## config.mk

```make
export PLATFORM = sky130hd
export DESIGN_NAME = lc3_datapath_mem_flat
export DESIGN_NICKNAME = d
export VERILOG_FILES = /design/src/rtl/lc3_datapath_mem_if.sv /design/src/rtl/lc3_datapath_mem.sv /design/src/flat_wrapper.sv
export SDC_FILE = /design/constraint.sdc
export NUM_CORES = 1
export LEC_CHECK = 0
export CORE_MARGIN = 5
export CORE_UTILIZATION = 53
export DETAILED_ROUTE_END_ITERATION = 8
export MAX_ROUTING_LAYER = met4
export PLACE_DENSITY = 0.78
export REMOVE_ABC_BUFFERS = 1
export SLEW_MARGIN = 20
export SYNTH_ARGS = -nofsm -noshare
export SYNTH_HDL_FRONTEND = slang
export SYNTH_SLANG_ARGS = --single-unit
```

## constraint.sdc

```tcl
create_clock -name Clk -period 4.4 [get_ports Clk]
set_input_delay 0.88 -clock Clk [delete_from_list [all_inputs] [get_ports Clk]]
set_output_delay 0.88 -clock Clk [all_outputs]
set_load 0.05 [all_outputs]
```

## src/rtl/lc3_datapath_mem_if.sv

```systemverilog
// Memory-side handshake between the LC-3 datapath and Mem2IO/SRAM.
// The datapath is the master: it raises mem_req and waits for mem_ack.
interface lc3_datapath_mem_if;
    logic        mem_req;
    logic        mem_we;
    logic [15:0] mem_addr;
    logic [15:0] mem_wdata;
    logic        mem_ack;
    logic [15:0] mem_rdata;

    modport master (output mem_req, mem_we, mem_addr, mem_wdata,
                    input  mem_ack, mem_rdata);
    modport slave  (input  mem_req, mem_we, mem_addr, mem_wdata,
                    output mem_ack, mem_rdata);
endinterface

```

## src/rtl/lc3_datapath_mem.sv

```systemverilog
// LC-3 datapath: architectural registers, regfile, ALU, address adder, CC/BEN,
// gated bus with conflict flag, and a req/ack memory FSM with timeout.
module lc3_datapath_mem #(
    parameter int          LED_W       = 10,
    parameter bit          LED_HOLD    = 1'b0,
    parameter logic [15:0] PC_RESET    = 16'h0000,
    parameter int          MEM_TIMEOUT = 255
) (
    input  logic              Clk,
    input  logic              Reset,
    input  logic              LD_REG, LD_PC, LD_MDR, LD_MAR, LD_IR, LD_BEN, LD_CC, LD_LED,
    input  logic              GatePC, GateMDR, GateALU, GateMARMUX,
    input  logic [1:0]        ALUK, PCMUX, ADDR2MUX,
    input  logic              DRMUX, SR1MUX, SR2MUX, ADDR1MUX,
    input  logic              mem_rd_start,
    input  logic              mem_wr_start,
    lc3_datapath_mem_if.master mem,
    output logic              mem_busy,
    output logic              mem_done,
    output logic              mem_err,
    output logic              bus_err,
    output logic [15:0]       IR, PC, MAR, MDR,
    output logic              BEN,
    output logic [LED_W-1:0]  LED
);

    localparam int             CW       = (MEM_TIMEOUT > 1) ? $clog2(MEM_TIMEOUT) : 1;
    localparam logic [CW-1:0]  CNT_LAST = CW'(MEM_TIMEOUT - 1);

    typedef enum logic [1:0] {S_IDLE, S_RD, S_WR, S_DONE} mstate_t;

    mstate_t     state, nstate;
    logic [CW-1:0] wait_cnt;
    logic        timeout_hit, rd_fill, start_ok;

    logic [15:0] regs [8];
    logic [15:0] bus, alu_out, alu_b, sr1_val, sr2_val, addr1, addr2, marmux;
    logic [2:0]  dr, sr1, cc;
    logic [3:0]  gates;
    logic        gate_conflict;

    // Bus: exactly one gate drives it; none or several read as zero.
    always_comb begin
        gates         = {GatePC, GateMDR, GateALU, GateMARMUX};
        gate_conflict = (gates & (gates - 4'd1)) != 4'd0;
        case (gates)
            4'b1000: bus = PC;
            4'b0100: bus = MDR;
            4'b0010: bus = alu_out;
            4'b0001: bus = marmux;
            default: bus = 16'h0000;
        endcase
    end

    always_comb begin
        dr      = DRMUX  ? 3'd7     : IR[11:9];
        sr1     = SR1MUX ? IR[8:6]  : IR[11:9];
        sr1_val = regs[sr1];
        sr2_val = regs[IR[2:0]];
        alu_b   = SR2MUX ? {{11{IR[4]}}, IR[4:0]} : sr2_val;
        case (ALUK)
            2'b00:   alu_out = sr1_val + alu_b;
            2'b01:   alu_out = sr1_val & alu_b;
            2'b10:   alu_out = ~sr1_val;
            default: alu_out = sr1_val;
        endcase
        addr1 = ADDR1MUX ? sr1_val : PC;
        case (ADDR2MUX)
            2'b00:   addr2 = 16'h0000;
            2'b01:   addr2 = {{10{IR[5]}},  IR[5:0]};
            2'b10:   addr2 = {{7{IR[8]}},   IR[8:0]};
            default: addr2 = {{5{IR[10]}},  IR[10:0]};
        endcase
        marmux = addr1 + addr2;
    end

    always_ff @(posedge Clk or negedge Reset) begin
        if (!Reset) begin
            for (int i = 0; i < 8; i++) regs[i] <= 16'h0000;
        end else if (LD_REG) begin
            regs[dr] <= bus;
        end
    end

    always_ff @(posedge Clk or negedge Reset) begin
        if (!Reset) begin
            PC      <= PC_RESET;
            IR      <= 16'h0000;
            MAR     <= 16'h0000;
            cc      <= 3'b010;
            BEN     <= 1'b0;
            bus_err <= 1'b0;
        end else begin
            if (LD_PC) begin
                case (PCMUX)
                    2'b00:   PC <= PC + 16'd1;
                    2'b01:   PC <= bus;
                    2'b10:   PC <= marmux;
                    default: PC <= PC;
                endcase
            end
            if (LD_IR)  IR  <= bus;
            if (LD_MAR) MAR <= bus;
            if (LD_CC)  cc  <= bus[15] ? 3'b100 : (bus == 16'h0000) ? 3'b010 : 3'b001;
            // BEN sees the CC value from before this edge, even if LD_CC fires too.
            if (LD_BEN) BEN <= |(IR[11:9] & cc);
            if (gate_conflict) bus_err <= 1'b1;
        end
    end

    // A read completion owns MDR over a bus load in the same cycle.
    assign rd_fill = (state == S_RD) && mem.mem_ack;

    always_ff @(posedge Clk or negedge Reset) begin
        if (!Reset)       MDR <= 16'h0000;
        else if (rd_fill) MDR <= mem.mem_rdata;
        else if (LD_MDR)  MDR <= bus;
    end

    always_ff @(posedge Clk or negedge Reset) begin
        if (!Reset)      LED <= '0;
        else if (LD_LED) LED <= IR[LED_W-1:0];
        else if (!LED_HOLD) LED <= '0;
    end

    // Memory FSM: state register
    always_ff @(posedge Clk or negedge Reset) begin
        if (!Reset) state <= S_IDLE;
        else        state <= nstate;
    end

    assign start_ok    = (state == S_IDLE) && (mem_rd_start || mem_wr_start);
    assign timeout_hit = (wait_cnt == CNT_LAST) && !mem.mem_ack;

    // Memory FSM: next state
    always_comb begin
        nstate = state;
        case (state)
            S_IDLE: begin
                if (mem_rd_start)      nstate = S_RD;
                else if (mem_wr_start) nstate = S_WR;
            end
            S_RD, S_WR: begin
                if (mem.mem_ack || timeout_hit) nstate = S_DONE;
            end
            default: nstate = S_IDLE;
        endcase
    end

    // Memory FSM: outputs
    always_comb begin
        mem.mem_req = (state == S_RD) || (state == S_WR);
        mem.mem_we  = (state == S_WR);
        mem_done    = (state == S_DONE);
        mem_busy    = (state != S_IDLE);
    end

    always_ff @(posedge Clk or negedge Reset) begin
        if (!Reset) begin
            wait_cnt      <= '0;
            mem.mem_addr  <= 16'h0000;
            mem.mem_wdata <= 16'h0000;
            mem_err       <= 1'b0;
        end else if (start_ok) begin
            wait_cnt      <= '0;
            mem.mem_addr  <= MAR;
            mem.mem_wdata <= MDR;
        end else if (mem.mem_req && !mem.mem_ack) begin
            if (timeout_hit) mem_err  <= 1'b1;
            else             wait_cnt <= wait_cnt + CW'(1);
        end
    end

endmodule
```

## src/flat_wrapper.sv

```systemverilog
// flat-port wrapper written by rule: the top's interface ports become plain ports
module lc3_datapath_mem_flat 
#(
    parameter int          LED_W       = 10,
    parameter bit          LED_HOLD    = 1'b0,
    parameter logic [15:0] PC_RESET    = 16'h0000,
    parameter int          MEM_TIMEOUT = 255
)
  (Clk, Reset, LD_REG, LD_PC, LD_MDR, LD_MAR, LD_IR, LD_BEN, LD_CC, LD_LED, GatePC, GateMDR, GateALU, GateMARMUX, ALUK, PCMUX, ADDR2MUX, DRMUX, SR1MUX, SR2MUX, ADDR1MUX, mem_rd_start, mem_wr_start, mem_busy, mem_done, mem_err, bus_err, IR, PC, MAR, MDR, BEN, LED, mem_mem_req, mem_mem_we, mem_mem_addr, mem_mem_wdata, mem_mem_ack, mem_mem_rdata);
  lc3_datapath_mem_if mem_i ();
  input  logic Clk;
  input  logic Reset;
  input  logic LD_REG;
  input  logic LD_PC;
  input  logic LD_MDR;
  input  logic LD_MAR;
  input  logic LD_IR;
  input  logic LD_BEN;
  input  logic LD_CC;
  input  logic LD_LED;
  input  logic GatePC;
  input  logic GateMDR;
  input  logic GateALU;
  input  logic GateMARMUX;
  input  logic [1:0] ALUK;
  input  logic [1:0] PCMUX;
  input  logic [1:0] ADDR2MUX;
  input  logic DRMUX;
  input  logic SR1MUX;
  input  logic SR2MUX;
  input  logic ADDR1MUX;
  input  logic mem_rd_start;
  input  logic mem_wr_start;
  output logic mem_busy;
  output logic mem_done;
  output logic mem_err;
  output logic bus_err;
  output logic [15:0] IR;
  output logic [15:0] PC;
  output logic [15:0] MAR;
  output logic [15:0] MDR;
  output logic BEN;
  output logic [LED_W-1:0] LED;
  output wire logic [$bits(mem_i.mem_req)-1:0] mem_mem_req;
  output wire logic [$bits(mem_i.mem_we)-1:0] mem_mem_we;
  output wire logic [$bits(mem_i.mem_addr)-1:0] mem_mem_addr;
  output wire logic [$bits(mem_i.mem_wdata)-1:0] mem_mem_wdata;
  input wire logic [$bits(mem_i.mem_ack)-1:0] mem_mem_ack;
  input wire logic [$bits(mem_i.mem_rdata)-1:0] mem_mem_rdata;
  assign mem_mem_req = mem_i.mem_req;
  assign mem_mem_we = mem_i.mem_we;
  assign mem_mem_addr = mem_i.mem_addr;
  assign mem_mem_wdata = mem_i.mem_wdata;
  assign mem_i.mem_ack = mem_mem_ack;
  assign mem_i.mem_rdata = mem_mem_rdata;
  lc3_datapath_mem #(.LED_W(LED_W), .LED_HOLD(LED_HOLD), .PC_RESET(PC_RESET), .MEM_TIMEOUT(MEM_TIMEOUT)) u_core (.Clk(Clk), .Reset(Reset), .LD_REG(LD_REG), .LD_PC(LD_PC), .LD_MDR(LD_MDR), .LD_MAR(LD_MAR), .LD_IR(LD_IR), .LD_BEN(LD_BEN), .LD_CC(LD_CC), .LD_LED(LD_LED), .GatePC(GatePC), .GateMDR(GateMDR), .GateALU(GateALU), .GateMARMUX(GateMARMUX), .ALUK(ALUK), .PCMUX(PCMUX), .ADDR2MUX(ADDR2MUX), .DRMUX(DRMUX), .SR1MUX(SR1MUX), .SR2MUX(SR2MUX), .ADDR1MUX(ADDR1MUX), .mem_rd_start(mem_rd_start), .mem_wr_start(mem_wr_start), .mem(mem_i), .mem_busy(mem_busy), .mem_done(mem_done), .mem_err(mem_err), .bus_err(bus_err), .IR(IR), .PC(PC), .MAR(MAR), .MDR(MDR), .BEN(BEN), .LED(LED));
endmodule
```

Word level (Yosys, flattened, before mapping)
Index checks and enable logic that the tools add are counted.
W data, S select, Z words.
{"block": "totals", "reg_bits": 250, "out_inout_bits": 113, "elab_cells": 109}
{"block": "op_classes", "addsub": 5, "magnitude_cmp": 4, "eq_ne": 17, "muxes": 29, "bitwise": 8, "n_reduce_logical": 25}
{"cell": "$mux W16", "count": 9}
{"cell": "$pmux W16 S3", "count": 3}
{"cell": "$bwmux W128", "count": 1}
{"cell": "$bmux W16 S3", "count": 2}
{"cell": "$pmux W16 S4", "count": 1}
{"cell": "$demux W16 S3", "count": 1}
{"cell": "$add A16 B16 Y16", "count": 2}
{"cell": "$mux W8", "count": 3}
{"cell": "$add A16 B1 Y16 const B", "count": 1}
{"cell": "$and A16 B16 Y16", "count": 1}
{"cell": "$logic_not A16 Y1", "count": 1}
{"cell": "$not A16 Y16", "count": 1}
{"cell": "$ge A4 B4 Y1 const B", "count": 3}
{"cell": "$not A3 Y4", "count": 3}
{"cell": "$eq A2 B2 Y1 const B", "count": 5}
{"cell": "$mux W10", "count": 1}
{"cell": "$mux W3", "count": 3}
{"cell": "$add A8 B1 Y8 const B", "count": 1}
{"cell": "$eq A2 B1 Y1 const B", "count": 4}
{"cell": "$eq A8 B8 Y1 const B", "count": 1}
{"cell": "$logic_not A2 Y1", "count": 4}
{"cell": "$mux W2", "count": 4}
{"cell": "$reduce_and A2 Y1", "count": 3}
{"cell": "$reduce_bool A2 Y1", "count": 3}
{"cell": "21 further kinds", "count": 27}

Longest topological paths before layout
Gate-level depths: netlist (run 1).
{"block": "depth", "depth_word": 11, "mapped_depth": 22}

Worst setup path after synthesis (run 1)
No wires, ideal clock.
{"block": "synth_path", "path_type": "register -> register", "start": "reg u_core.IR[0]", "end": "reg u_core.regs[94] (netlist bit)", "setup_time_ns": 0.131, "arrival_time_ns": 4.812, "path_slack_ns": -0.543, "stages_incl_launch_ff": 18, "path_buffers": 3, "synth_period_minus_slack_ns": 4.943, "path_cell_list": "dfrtp_1 > buf_2 > buf_1 > mux4_2 > nor2b_1 > a211oi_1 > nor2_1 > ha_1 > a21oi_1 > o21bai_1 > a211oi_1 > o21ai_0 > and4_1 > a222oi_1 > o221ai_1 > a2111oi_4 > buf_2 > o21ai_0"}
{"block": "synth_via", "elab_chain_len": 9, "elab_cells_between_ends": 12}
{"element": "from (decl)", "line": "lc3_datapath_mem.sv:22", "text": "output logic [15:0] IR, PC, MAR, MDR,"}
{"element": "from (signal assigned)", "line": "lc3_datapath_mem.sv:102", "text": "if (LD_IR) IR <= bus;"}
{"element": "$not A3 Y4 (not written as such)", "line": "lc3_datapath_mem.sv:59", "text": "sr2_val = regs[IR[2:0]];"}
{"element": "$bmux W16 S3", "line": "lc3_datapath_mem.sv:59"}
{"element": "$mux W16 (not written as such) (2 in series)", "line": "lc3_datapath_mem.sv:59"}
{"element": "$mux W16", "line": "lc3_datapath_mem.sv:60", "text": "alu_b = SR2MUX ? {{11{IR[4]}}, IR[4:0]} : sr2_val;"}
{"element": "$add A16 B16 Y16 / $and A16 B16 Y16 (equally long branches)", "line": "lc3_datapath_mem.sv:62, lc3_datapath_mem.sv:63"}
{"element": "$pmux W16 S3", "line": "lc3_datapath_mem.sv:61", "text": "case (ALUK)"}
{"element": "$pmux W16 S4 *", "line": "lc3_datapath_mem.sv:46", "text": "case (gates)"}
{"element": "$bwmux W128 *", "line": "lc3_datapath_mem.sv:81", "text": "regs[dr] <= bus;"}
{"element": "to (signal, indexed assignment)", "line": "lc3_datapath_mem.sv:81"}
{"element": "to (decl)", "line": "lc3_datapath_mem.sv:36", "text": "logic [15:0] regs [8];"}
Mark *: on every way between the ends. The rest lies on a longest branch, timed or not. The select of a mux whose other input is x is not followed.
A chain may end at the register's enable or synchronous reset.

Worst setup path after layout (run 1)
{"block": "layout_path", "start": "in SR1MUX", "end": "reg u_core.cc[0]"}
{"block": "layout_via", "elab_chain_len": 11, "elab_cells_between_ends": 15}
{"element": "from (decl)", "line": "flat_wrapper.sv:29", "text": "input logic SR1MUX;"}
{"element": "$mux W3 *", "line": "lc3_datapath_mem.sv:57", "text": "sr1 = SR1MUX ? IR[8:6] : IR[11:9];"}
{"element": "$not A3 Y4 (not written as such) *", "line": "lc3_datapath_mem.sv:58", "text": "sr1_val = regs[sr1];"}
{"element": "$bmux W16 S3 *", "line": "lc3_datapath_mem.sv:58"}
{"element": "$mux W16 (not written as such) * (2 in series)", "line": "lc3_datapath_mem.sv:58"}
{"element": "$add A16 B16 Y16, or another cell as far along", "line": "lc3_datapath_mem.sv:62", "text": "2'b00: alu_out = sr1_val + alu_b;"}
{"element": "$pmux W16 S3 / $add A16 B16 Y16 (equally long branches)", "line": "lc3_datapath_mem.sv:61, lc3_datapath_mem.sv:74"}
{"element": "$pmux W16 S4 *", "line": "lc3_datapath_mem.sv:46"}
{"element": "$logic_not A16 Y1", "line": "lc3_datapath_mem.sv:104", "text": "if (LD_CC) cc <= bus[15] ? 3'b100 : (bus == 16'h0000) ? 3'b010 : 3'b001;"}
{"element": "$mux W2", "line": "lc3_datapath_mem.sv:104"}
{"element": "$mux W3 *", "line": "lc3_datapath_mem.sv:104"}
{"element": "to (signal assigned)", "line": "lc3_datapath_mem.sv:104"}
{"element": "to (decl)", "line": "lc3_datapath_mem.sv:38", "text": "logic [2:0] dr, sr1, cc;"}
Marks and branches as above.

==> results.sh, run 1 <==
export IMPL_status="finished with violations"
export IMPL_violations="setup timing"
export IMPL_dp_hpwl_um=40480
export IMPL_layout_drive_gt1_share_pct=27.73
export IMPL_grt_pass1_vias=15450
export IMPL_rrSetupSlack_ns=-0.05
export IMPL_worst_setup_path_type="primary input to register"
export IMPL_ios=156
export IMPL_ir_drop_v=0.0004737
export IMPL_setup_worst_path_end="u_core.cc[0]"
export IMPL_diodes=0
export IMPL_syn_to_final_growth_pct=39.40
export IMPL_core_area_um2=28780
export IMPL_clkPwrFrac_pct=19.8
export IMPL_clk_path_buf_depth=3
export IMPL_crit_start="SR1MUX"
export IMPL_wirelength_um=56820
export IMPL_final_min_clock_period_ns=4.530
export IMPL_grt_pass1_wl_um=87990
export IMPL_crit_required_ns=4.85
export IMPL_syn_inst=1765
export IMPL_grt_setup_unrepaired="yes"
export IMPL_grt_use_total_pct=34.43
export IMPL_gp_congestion=0.9921
export IMPL_cp_num_buf_inv=7
export IMPL_fmax_mhz=220.8
export IMPL_port_buffers=155
export IMPL_maxSlewHeadroom_pct=26.11
export IMPL_cp_arrival_ns=4.98
export IMPL_seqPwrFrac_pct=29.2
export IMPL_via_count=15730
export IMPL_cap_violations=0
export IMPL_synth_ff_type="dfrtp_1"
export IMPL_period_share_pct=103.0
export IMPL_crit_chain="buf_8, buf_12, buf_16, buf_12, or2_4, o22ai_4, o21ai_2, a211oi_2, buf_4, a21oi_2, a21oi_2, ha_4, nand2_1, nor2_1, a211oi_2, o31ai_4, a221oi_2, buf_4, xor2_2, o211ai_1, a31oi_2, buf_6, nand3_2, o21a_1"
export IMPL_tightest_slew_ns=1.105
export IMPL_cts_buffers=28
export IMPL_hold_class="primary input to asynchronous set/reset pin"
export IMPL_cts_tree="built"
export IMPL_die_h_um=180.8
export IMPL_clkTransAtPathRegs_ns=0.06
export IMPL_final_setup_worst_slack_ns=-0.1298
export IMPL_pre_cts_slack_ns=-1.406
export IMPL_yosysSeqAreaShare_pct=40.49
export IMPL_yosysWarnings=0
export IMPL_r2r_cells=23
export IMPL_async_flop_share_pct=100.0
export IMPL_post_drt_wl_per_cell_um=22.30
export IMPL_synth_cell_types=85
export IMPL_cpLargestDelayFamily="compound AO/OA/AOI/OAI gates"
export IMPL_cp_end_kind="register"
export IMPL_critPathLaunchType="primary input"
export IMPL_r2r_end="u_core.cc[0]"
export IMPL_drt_vias_per_instance=6.174
export IMPL_hold_viol_final=0
export IMPL_ys_seq_elements=250
export IMPL_h_tree_depth=1
export IMPL_antenna_found_initial=0
export IMPL_fin_tns_setup_ns=-1.008
export IMPL_sw_frac_of_total_pct=42.16
export IMPL_fin_nets=2229
export IMPL_power_switching_mw=5.151
export IMPL_drt_iter0_markers=1914
export IMPL_synth_edf_count=0
export IMPL_fin_skew_ns=0.01981
export IMPL_power_density_nw_per_um2=567.3
export IMPL_max_stage_delay_ns=0.34
export IMPL_setup_viol=20
export IMPL_synth_area_um2=15450
export IMPL_die_area_um2=32670
export IMPL_cp_depth=24
export IMPL_cts_sinks=250
export IMPL_crit_fanout=10
export IMPL_row_count=62
export IMPL_syn_area_per_cell_um2=8.756
export IMPL_grt_max_degree=88
export IMPL_cpMaxStageDelayCell="a211oi_2"
export IMPL_worstReg2RegStart="u_core.IR[9]"
export IMPL_final_max_slew_viol_count=0
export IMPL_antenna_left=0
export IMPL_initial_core_util_pct=53.70
export IMPL_drc=0
export IMPL_die_x_um=180.8
export IMPL_clock_latency_ns=0.56
export IMPL_firstDrtPassIters=6
export IMPL_p_int_mw=7.069
export IMPL_pwr_share_comb_pct=51.0
export IMPL_p_leak_nw=9.639
export IMPL_overflow=0
export IMPL_cts_root_buffer="clkbuf_16"
-- power by group through the flow --
| stage | Combinational, mW | Sequential, mW | Clock, mW |
|---|---|---|---|
| floorplan | 2.36 | 4.34 | 0 |
| global placement | 5.43 | 3.54 | 0 |
| detailed placement | 5.54 | 3.57 | 0 |
| CTS | 5.79 | 3.53 | 2.44 |
| global route | 6.66 | 3.64 | 2.55 |
| finish | 6.23 | 3.57 | 2.42 |
-- state kept, by name, summed over array words and instances, names as in the netlist --
signal                flops
u_core.regs             128
u_core.IR                16
u_core.MAR               16
u_core.MDR               16
u_core.PC                16
u_core.mem.mem_addr      16
u_core.mem.mem_wdata     16
u_core.LED               10
u_core.wait_cnt           8
u_core.cc                 3
u_core.state              2
u_core.BEN                1
u_core.bus_err            1
u_core.mem_err            1
-- final cells by class --
class | count | area (um^2)
multi-input cells | 1337 | 9280
fillers | 2080 | 7238
flip-flops and latches | 250 | 6266
repair buffers | 478 | 4367
clock buffers | 42 | 853.3
well taps | 384 | 480.5
inverters | 49 | 187.7
clock inverters | 8 | 107.6
-- what timing repair did --
item                       in CTS  in global routing
buffers inserted               28                 31
hold buffers                    0                  0
pin swaps                      23                 57
setup endpoints to repair     164                136
gates resized for setup        66                147
gates cloned                    2                  2
-- worst min-delay path by stage --
stage	from	cells after the start	to	slack [ns]
after floorplan	u_core.regs[0]	2	u_core.regs[0]	0.46
after global placement	u_core.mem_err	1	u_core.mem_err	0.45
after detailed placement	u_core.bus_err	1	u_core.bus_err	0.46
after CTS	Reset	1	u_core.regs[61]	0.34
after global routing	Reset	1	u_core.IR[12]	0.37
final	Reset	1	u_core.regs[61]	0.32
-- per-stage QoR --
| stage | hold slack (ns) | power (mW) | cells | utilization [%] | instance area [um^2] |
|---|---|---|---|---|---|
| floorplan | 0.4578 | 6.702 | 1635 | - | 14920 |
| global placement | 0.4540 | 8.976 | 2439 | 66.61 | 19170 |
| detailed placement | 0.4613 | 9.101 | 2439 | 66.61 | 19170 |
| CTS | 0.3380 | 11.76 | 2519 | 71.79 | 20660 |
| global route | 0.3693 | 12.84 | 2548 | 74.85 | 21540 |
| finish | 0.3226 | 12.22 | 2548 | 74.85 | 21540 |
-- placed cells by master (no fill, tap or decap), types with 21 or more instances in the layout --
cell type and n:
buf_4 283, nand2_1 273, dfrtp_1 244, nor2_1 171, clkdlybuf4s50_1 152, a21oi_1 139
o21ai_0 138, inv_1 42, mux2i_1 36, nor2b_1 36, mux4_2 36, ha_1 33
clkbuf_16 30, a211oi_1 29, mux2_2 25, nand3_1 22, a21oi_2 21
-- metal layers --
metal	global-route usage, %	wire length (um)
met5	-	0
met2	52.53	26260
met1	46.99	23280
met3	5.731	5039
met4	12.25	2237
-- kinds of logic (layout without fill, tap and decap cells) --
logic type | count (synthesis) | count (layout) | share of synthesized area, %
xor gates and xnor gates | 24 | 24 | 1.360
adders and majority gates | 44 | 44 | 3.627
and+or+nand+nor | 623 | 623 | 17.80
AOI/OAI and AO/OA | 535 | 535 | 21.66
DFF | 250 | 250 | 40.49
muxes | 110 | 111 | 10.41
buffers and inverters | 179 | 577 | 4.655
-- cell usage after synthesis, drive strengths merged, types with 14 or more instances --
master	n	area share, %
a211oi	38	1.9
a21oi	166	5.4
a22oi	14	0.68
and2	19	0.77
buf	29	1.0
clkbuf	101	2.5
dfrtp	249	40
ha	40	3.2
inv	46	1.1
mux2	30	2.2
mux2i	44	2.9
mux4	36	5.2
nand2	276	6.7
nand3	25	0.81
nor2	180	4.4
nor2b	39	1.6
nor3	19	0.62
o21ai	167	5.4
xor2	14	0.79
(Power assumes the default switching activity.)
==> inputs of run 2 (changes only) <==
--- a/config.mk
+++ b/config.mk
@@ -10,6 +10,7 @@
 export DETAILED_ROUTE_END_ITERATION = 8
 export MAX_ROUTING_LAYER = met4
 export PLACE_DENSITY = 0.78
+export RECOVER_POWER = 50
 export REMOVE_ABC_BUFFERS = 1
 export SLEW_MARGIN = 20
 export SYNTH_ARGS = -nofsm -noshare
==> results.sh, run 2 (same netlist as run 1, synthesis figures left out) <==
export IMPL_status="finished with violations"
export IMPL_violations="capacitance limit, slew limit, setup timing"
export IMPL_firstDrtPassIters=8
export IMPL_p_leak_nw=9.612
export IMPL_final_max_slew_viol_count=220
export IMPL_fin_skew_ns=0.01683
export IMPL_crit_start="SR1MUX"
export IMPL_period_share_pct=102.9
export IMPL_grt_pass1_vias=15450
export IMPL_cp_end_kind="register"
export IMPL_fmax_mhz=220.8
export IMPL_ios=156
export IMPL_cp_num_buf_inv=7
export IMPL_row_count=62
export IMPL_grt_pass1_wl_um=87990
export IMPL_num_fill_cells=2094
export IMPL_grt_use_total_pct=34.43
export IMPL_post_drt_wl_per_cell_um=22.35
export IMPL_gp_congestion=0.9921
export IMPL_core_area_um2=28780
export IMPL_sw_frac_of_total_pct=42.25
export IMPL_overflow=0
export IMPL_largest_reg_flops=128
export IMPL_clock_latency_ns=0.56
export IMPL_crit_fanout=10
export IMPL_grt_setup_unrepaired="yes"
export IMPL_clk_path_buf_depth=3
export IMPL_pre_cts_slack_ns=-1.406
export IMPL_seqPwrFrac_pct=29.3
export IMPL_setup_viol=23
export IMPL_final_setup_worst_slack_ns=-0.1291
export IMPL_rrSetupSlack_ns=-0.06
export IMPL_cp_depth=24
export IMPL_cts_root_buffer="clkbuf_16"
export IMPL_fin_tns_setup_ns=-1.076
export IMPL_grt_max_degree=88
export IMPL_diodes=0
export IMPL_top_register="u_core.regs"
export IMPL_die_area_um2=32670
export IMPL_clkTransAtPathRegs_ns=0.06
export IMPL_ir_drop_v=0.0004728
export IMPL_crit_required_ns=4.85
export IMPL_hold_viol_final=0
export IMPL_worstReg2RegStart="u_core.IR[9]"
export IMPL_r2r_cells=23
export IMPL_cts_buffers=28
export IMPL_cts_tree="built"
export IMPL_power_switching_mw=5.159
export IMPL_pwr_share_comb_pct=50.9
export IMPL_port_buffers=155
export IMPL_maxSlewHeadroom_pct=-39.99
export IMPL_r2r_end="u_core.cc[0]"
export IMPL_critPathLaunchType="primary input"
export IMPL_cp_arrival_ns=4.98
export IMPL_tightest_slew_ns=2.100
export IMPL_power_density_nw_per_um2=568.5
export IMPL_wirelength_um=56940
export IMPL_syn_to_final_growth_pct=39.01
export IMPL_antenna_found_initial=0
export IMPL_drt_vias_per_instance=6.198
export IMPL_dp_hpwl_um=40480
export IMPL_die_h_um=180.8
export IMPL_max_stage_delay_ns=0.34
export IMPL_layout_drive_gt1_share_pct=27.50
export IMPL_cpMaxStageDelayCell="a211oi_2"
export IMPL_setup_worst_path_end="u_core.cc[0]"
export IMPL_p_int_mw=7.052
export IMPL_clkPwrFrac_pct=19.8
export IMPL_cap_violations=4
export IMPL_crit_chain="buf_8, buf_12, buf_16, buf_12, or2_4, o22ai_4, o21ai_2, a211oi_2, buf_4, a21oi_2, a21oi_2, ha_4, nand2_1, nor2_1, a211oi_2, o31ai_4, a221oi_2, buf_4, xor2_2, o211ai_1, a31oi_2, buf_6, nand3_2, o21a_1"
export IMPL_die_x_um=180.8
export IMPL_antenna_left=0
export IMPL_mostFrequentLayoutCell="buf_4"
export IMPL_via_count=15790
export IMPL_hold_class="register to register"
export IMPL_cpLargestDelayFamily="compound AO/OA/AOI/OAI gates"
export IMPL_drc=0
export IMPL_final_min_clock_period_ns=4.529
export IMPL_cts_hold_buf=0
export IMPL_drt_iter0_markers=1786
export IMPL_hp_start="u_core.bus_err"
export IMPL_initial_core_util_pct=53.70
export IMPL_cts_sinks=250
export IMPL_fin_nets=2229
export IMPL_worst_setup_path_type="primary input to register"
export IMPL_h_tree_depth=1
export IMPL_final_cell_mix="279 x buf_4, 273 x nand2_1, 244 x dfrtp_1, 172 x nor2_1, 149 x clkdlybuf4s50_1"
==> run 2: cell count changes in the layout (fill, tap and decap cells not counted), moves of 2 or more <==
| cell | change |
|---|---|
| buf_4 | -4 |
| clkbuf_2 | +4 |
| clkbuf_1 | +3 |
| clkdlybuf4s50_1 | -3 |
| dlygate4sd3_1 | +3 |
| buf_12 | -2 |
==> run 2: worst min-delay path by stage <==
stage                     slack, ns  cells after the start                      end
after global routing           0.48                      2  u_core.mem.mem_wdata[4]
final                          0.47                      1           u_core.bus_err
after floorplan                0.46                      2           u_core.regs[0]
after CTS                      0.34                      1          u_core.regs[61]
after global placement         0.45                      1           u_core.mem_err
after detailed placement       0.46                      1           u_core.bus_err
==> run 2: stage by stage <==
stage          util, %  instance area (um^2)  std cells  hold slack, ns  total power, mW
6_report         74.64                 21480       2548          0.4715            12.21
5_1_grt          74.64                 21480       2548          0.4845            12.83
4_1_cts          71.79                 20660       2519          0.3380            11.76
3_5_place_dp     66.61                 19170       2439          0.4613            9.101
3_3_place_gp     66.61                 19170       2439          0.4540            8.976
2_1_floorplan        -                 14920       1635          0.4578            6.702
==> run 2: power groups by stage <==
stage | clock network (mW) | logic, mW | registers [mW]
after floorplan | 0 | 2.36 | 4.34
after global placement | 0 | 5.43 | 3.54
after detailed placement | 0 | 5.54 | 3.57
after CTS | 2.44 | 5.79 | 3.53
after global routing | 2.55 | 6.64 | 3.64
final | 2.42 | 6.21 | 3.58
==> run 2: layer usage <==
layer  up-vias  global-route usage (%)  part of all wire [%]
met4         0                   12.25                   3.9
met1      7745                   46.99                    41
li1       7071                       -                     -
met5         -                       -                     0
met2       815                   52.53                    46
met3       162                   5.731                   8.7
==> run 2: area by class of cell <==
type / count / area, um^2 / share of cell area [%]
Tap cell: 384 / 480.5 / 2.237
Timing Repair Buffer: 478 / 4313 / 20.08
Clock buffer: 42 / 853.3 / 3.972
Sequential cell: 250 / 6266 / 29.17
Multi-Input combinational cell: 1337 / 9274 / 43.17
Inverter: 49 / 187.7 / 0.8737
Clock inverter: 8 / 107.6 / 0.5009
==> run 2: repair_timing <==
item,CTS,global route
setup endpoints to repair,164,136
setup buffers,28,31
pin swaps,23,57
gates resized for setup,66,147
gates cloned,2,2
==> inputs of run 3 (changes only) <==
--- a/config.mk
+++ b/config.mk
@@ -12,7 +12,7 @@
 export PLACE_DENSITY = 0.78
 export RECOVER_POWER = 50
 export REMOVE_ABC_BUFFERS = 1
-export SLEW_MARGIN = 20
+export SLEW_MARGIN = 40
 export SYNTH_ARGS = -nofsm -noshare
 export SYNTH_HDL_FRONTEND = slang
 export SYNTH_SLANG_ARGS = --single-unit
==> results.sh, run 3 (same netlist as run 1, synthesis figures left out) <==
export IMPL_status="finished with violations"
export IMPL_violations="capacitance limit, slew limit, setup timing"
export IMPL_multi_input_area_um2=8966
export IMPL_hold_class="register to register"
export IMPL_power_density_nw_per_um2=570.5
export IMPL_initial_core_util_pct=53.70
export IMPL_dp_hpwl_um=40450
export IMPL_overflow=0
export IMPL_pre_cts_slack_ns=-1.365
export IMPL_fin_tns_setup_ns=-0.8736
export IMPL_syn_to_final_growth_pct=36.26
export IMPL_num_fill_cells=2167
export IMPL_p_int_mw=6.964
export IMPL_stdcell_count=2539
export IMPL_maxSlewHeadroom_pct=-40.23
export IMPL_grt_max_degree=88
export IMPL_period_share_pct=103.0
export IMPL_hp_start="u_core.mem.mem_addr[12]"
export IMPL_seqPwrFrac_pct=29.7
export IMPL_die_area_um2=32670
export IMPL_clock_latency_ns=0.55
export IMPL_cts_sinks=250
export IMPL_row_count=62
export IMPL_final_cell_mix="278 x buf_4, 274 x nand2_1, 244 x dfrtp_1, 174 x nor2_1, 148 x clkdlybuf4s50_1"
export IMPL_crit_required_ns=4.84
export IMPL_cts_buffers=28
export IMPL_worstReg2RegStart="u_core.IR[10]"
export IMPL_fmax_mhz=220.8
export IMPL_die_h_um=180.8
export IMPL_grt_setup_unrepaired="yes"
export IMPL_drt_vias_per_instance=6.180
export IMPL_firstDrtPassIters=6
export IMPL_drt_iter0_markers=1721
export IMPL_sw_frac_of_total_pct=42.03
export IMPL_critPathLaunchType="register"
export IMPL_grt_pass1_wl_um=87830
export IMPL_port_buffers=155
export IMPL_fin_skew_ns=0.01317
export IMPL_final_setup_worst_slack_ns=-0.1300
export IMPL_cp_arrival_ns=4.97
export IMPL_cpMostUsedCell="buf_4"
export IMPL_via_count=15690
export IMPL_p_leak_nw=9.504
export IMPL_die_x_um=180.8
export IMPL_largest_reg_flops=128
export IMPL_power_mw=12.01
export IMPL_place_inst=2439
export IMPL_crit_chain="buf_12, buf_4, or2_4, buf_4, o22ai_2, o21ai_1, a31oi_1, a22oi_2, a21oi_2, ha_1, buf_4, a21oi_1, o22ai_2, a31oi_2, o21bai_1, xor2_1, a21oi_1, and3_1, and4bb_1, nand4_1, o21a_1"
export IMPL_cp_end_kind="register"
export IMPL_antenna_left=0
export IMPL_antenna_found_initial=1
export IMPL_ir_drop_v=0.0004704
export IMPL_ios=156
export IMPL_power_switching_mw=5.050
export IMPL_wirelength_um=56530
export IMPL_drc=0
export IMPL_max_stage_delay_ns=0.43
export IMPL_h_tree_depth=1
export IMPL_top_register="u_core.regs"
export IMPL_cts_root_buffer="clkbuf_16"
export IMPL_seqCellArea_um2=6266
export IMPL_grt_use_total_pct=34.38
export IMPL_clk_path_buf_depth=3
export IMPL_crit_fanout=6
export IMPL_clkPwrFrac_pct=20.3
export IMPL_fin_nets=2220
export IMPL_cap_violations=4
export IMPL_final_min_clock_period_ns=4.530
export IMPL_layout_drive_gt1_share_pct=25.58
export IMPL_mostFrequentLayoutCell="buf_4"
export IMPL_cpMaxStageDelayCell="dfrtp_2"
export IMPL_pwr_share_comb_pct=50.0
export IMPL_final_max_slew_viol_count=234
export IMPL_post_drt_wl_per_cell_um=22.26
export IMPL_gp_congestion=0.9921
export IMPL_setup_viol=24
export IMPL_hold_viol_final=0
export IMPL_cts_tree="built"
export IMPL_core_area_um2=28780
export IMPL_tightest_slew_ns=2.103
export IMPL_grt_pass1_vias=15410
export IMPL_clkTransAtPathRegs_ns=0.06
export IMPL_crit_start="u_core.IR[10]"
export IMPL_worst_setup_path_type="register to register"
[run 3: worst paths after layout]
kind	end	slack, ns	cells past startpoint
setup / recovery	u_core.cc[0]	-0.13	21
hold / removal	u_core.mem.mem_addr[12]	0.47	2
setup reg to reg	u_core.cc[0]	-0.13	21
hold reg to reg	u_core.mem.mem_addr[12]	0.47	2
max in group asynchronous	u_core.PC[4]	0.89	2
min in group asynchronous	u_core.regs[61]	0.95	1
[run 3: critical path, delay by kind of cell (launching register included)]
kind            cells  cell delay, ns
compound gates     11            1.96
xor+xnor            1            0.19
fa+ha+maj           1            0.25
buf+inv             4            0.61
flops               1            0.43
simple gates        4            0.96
[run 3: per-stage QoR]
stage | hold slack, ns | instance area, um^2 | utilization [%]
6_report | 0.4697 | 21060 | 73.17
5_1_grt | 0.4848 | 21060 | 73.17
4_1_cts | 0.3419 | 20550 | 71.41
3_5_place_dp | 0.4613 | 19160 | 66.58
3_3_place_gp | 0.4540 | 19170 | 66.61
2_1_floorplan | 0.4578 | 14920 | -
[run 3: layout make-up]
class	count	area share, %
multi-input combinational	1337	42.58
sequential	250	29.76
timing repair buffer	469	19.93
clock buffer	39	3.761
tap	384	2.282
inverter	49	0.8913
clock inverter	10	0.7843
antenna	1	0.01188
[run 3: layer usage]
metal | global-route usage (%) | part of all wire [%]
met1 | 47.06 | 41
met2 | 53.01 | 47
met3 | 5.449 | 8.3
met4 | 11.13 | 3.8
met5 | - | 0
[run 3: what timing repair did]
action                                 in CTS  in global routing
buffers inserted                           24                 23
setup endpoints to repair                 162                127
endpoints found under the hold margin       0                  0
pin swaps                                  20                 53
cloned                                      2                  2
hold buffers                                0                  0
gates resized for setup                    55                 94
[run 3: power groups by stage]
stage                     Sequential [mW]  Combinational, mW  Clock (mW)
after detailed placement             3.57               5.53           0
final                                3.57               6.01        2.44
after CTS                            3.53               5.75        2.47
after global routing                 3.63               6.44        2.57
after global placement               3.54               5.43           0
after floorplan                      4.34               2.36           0
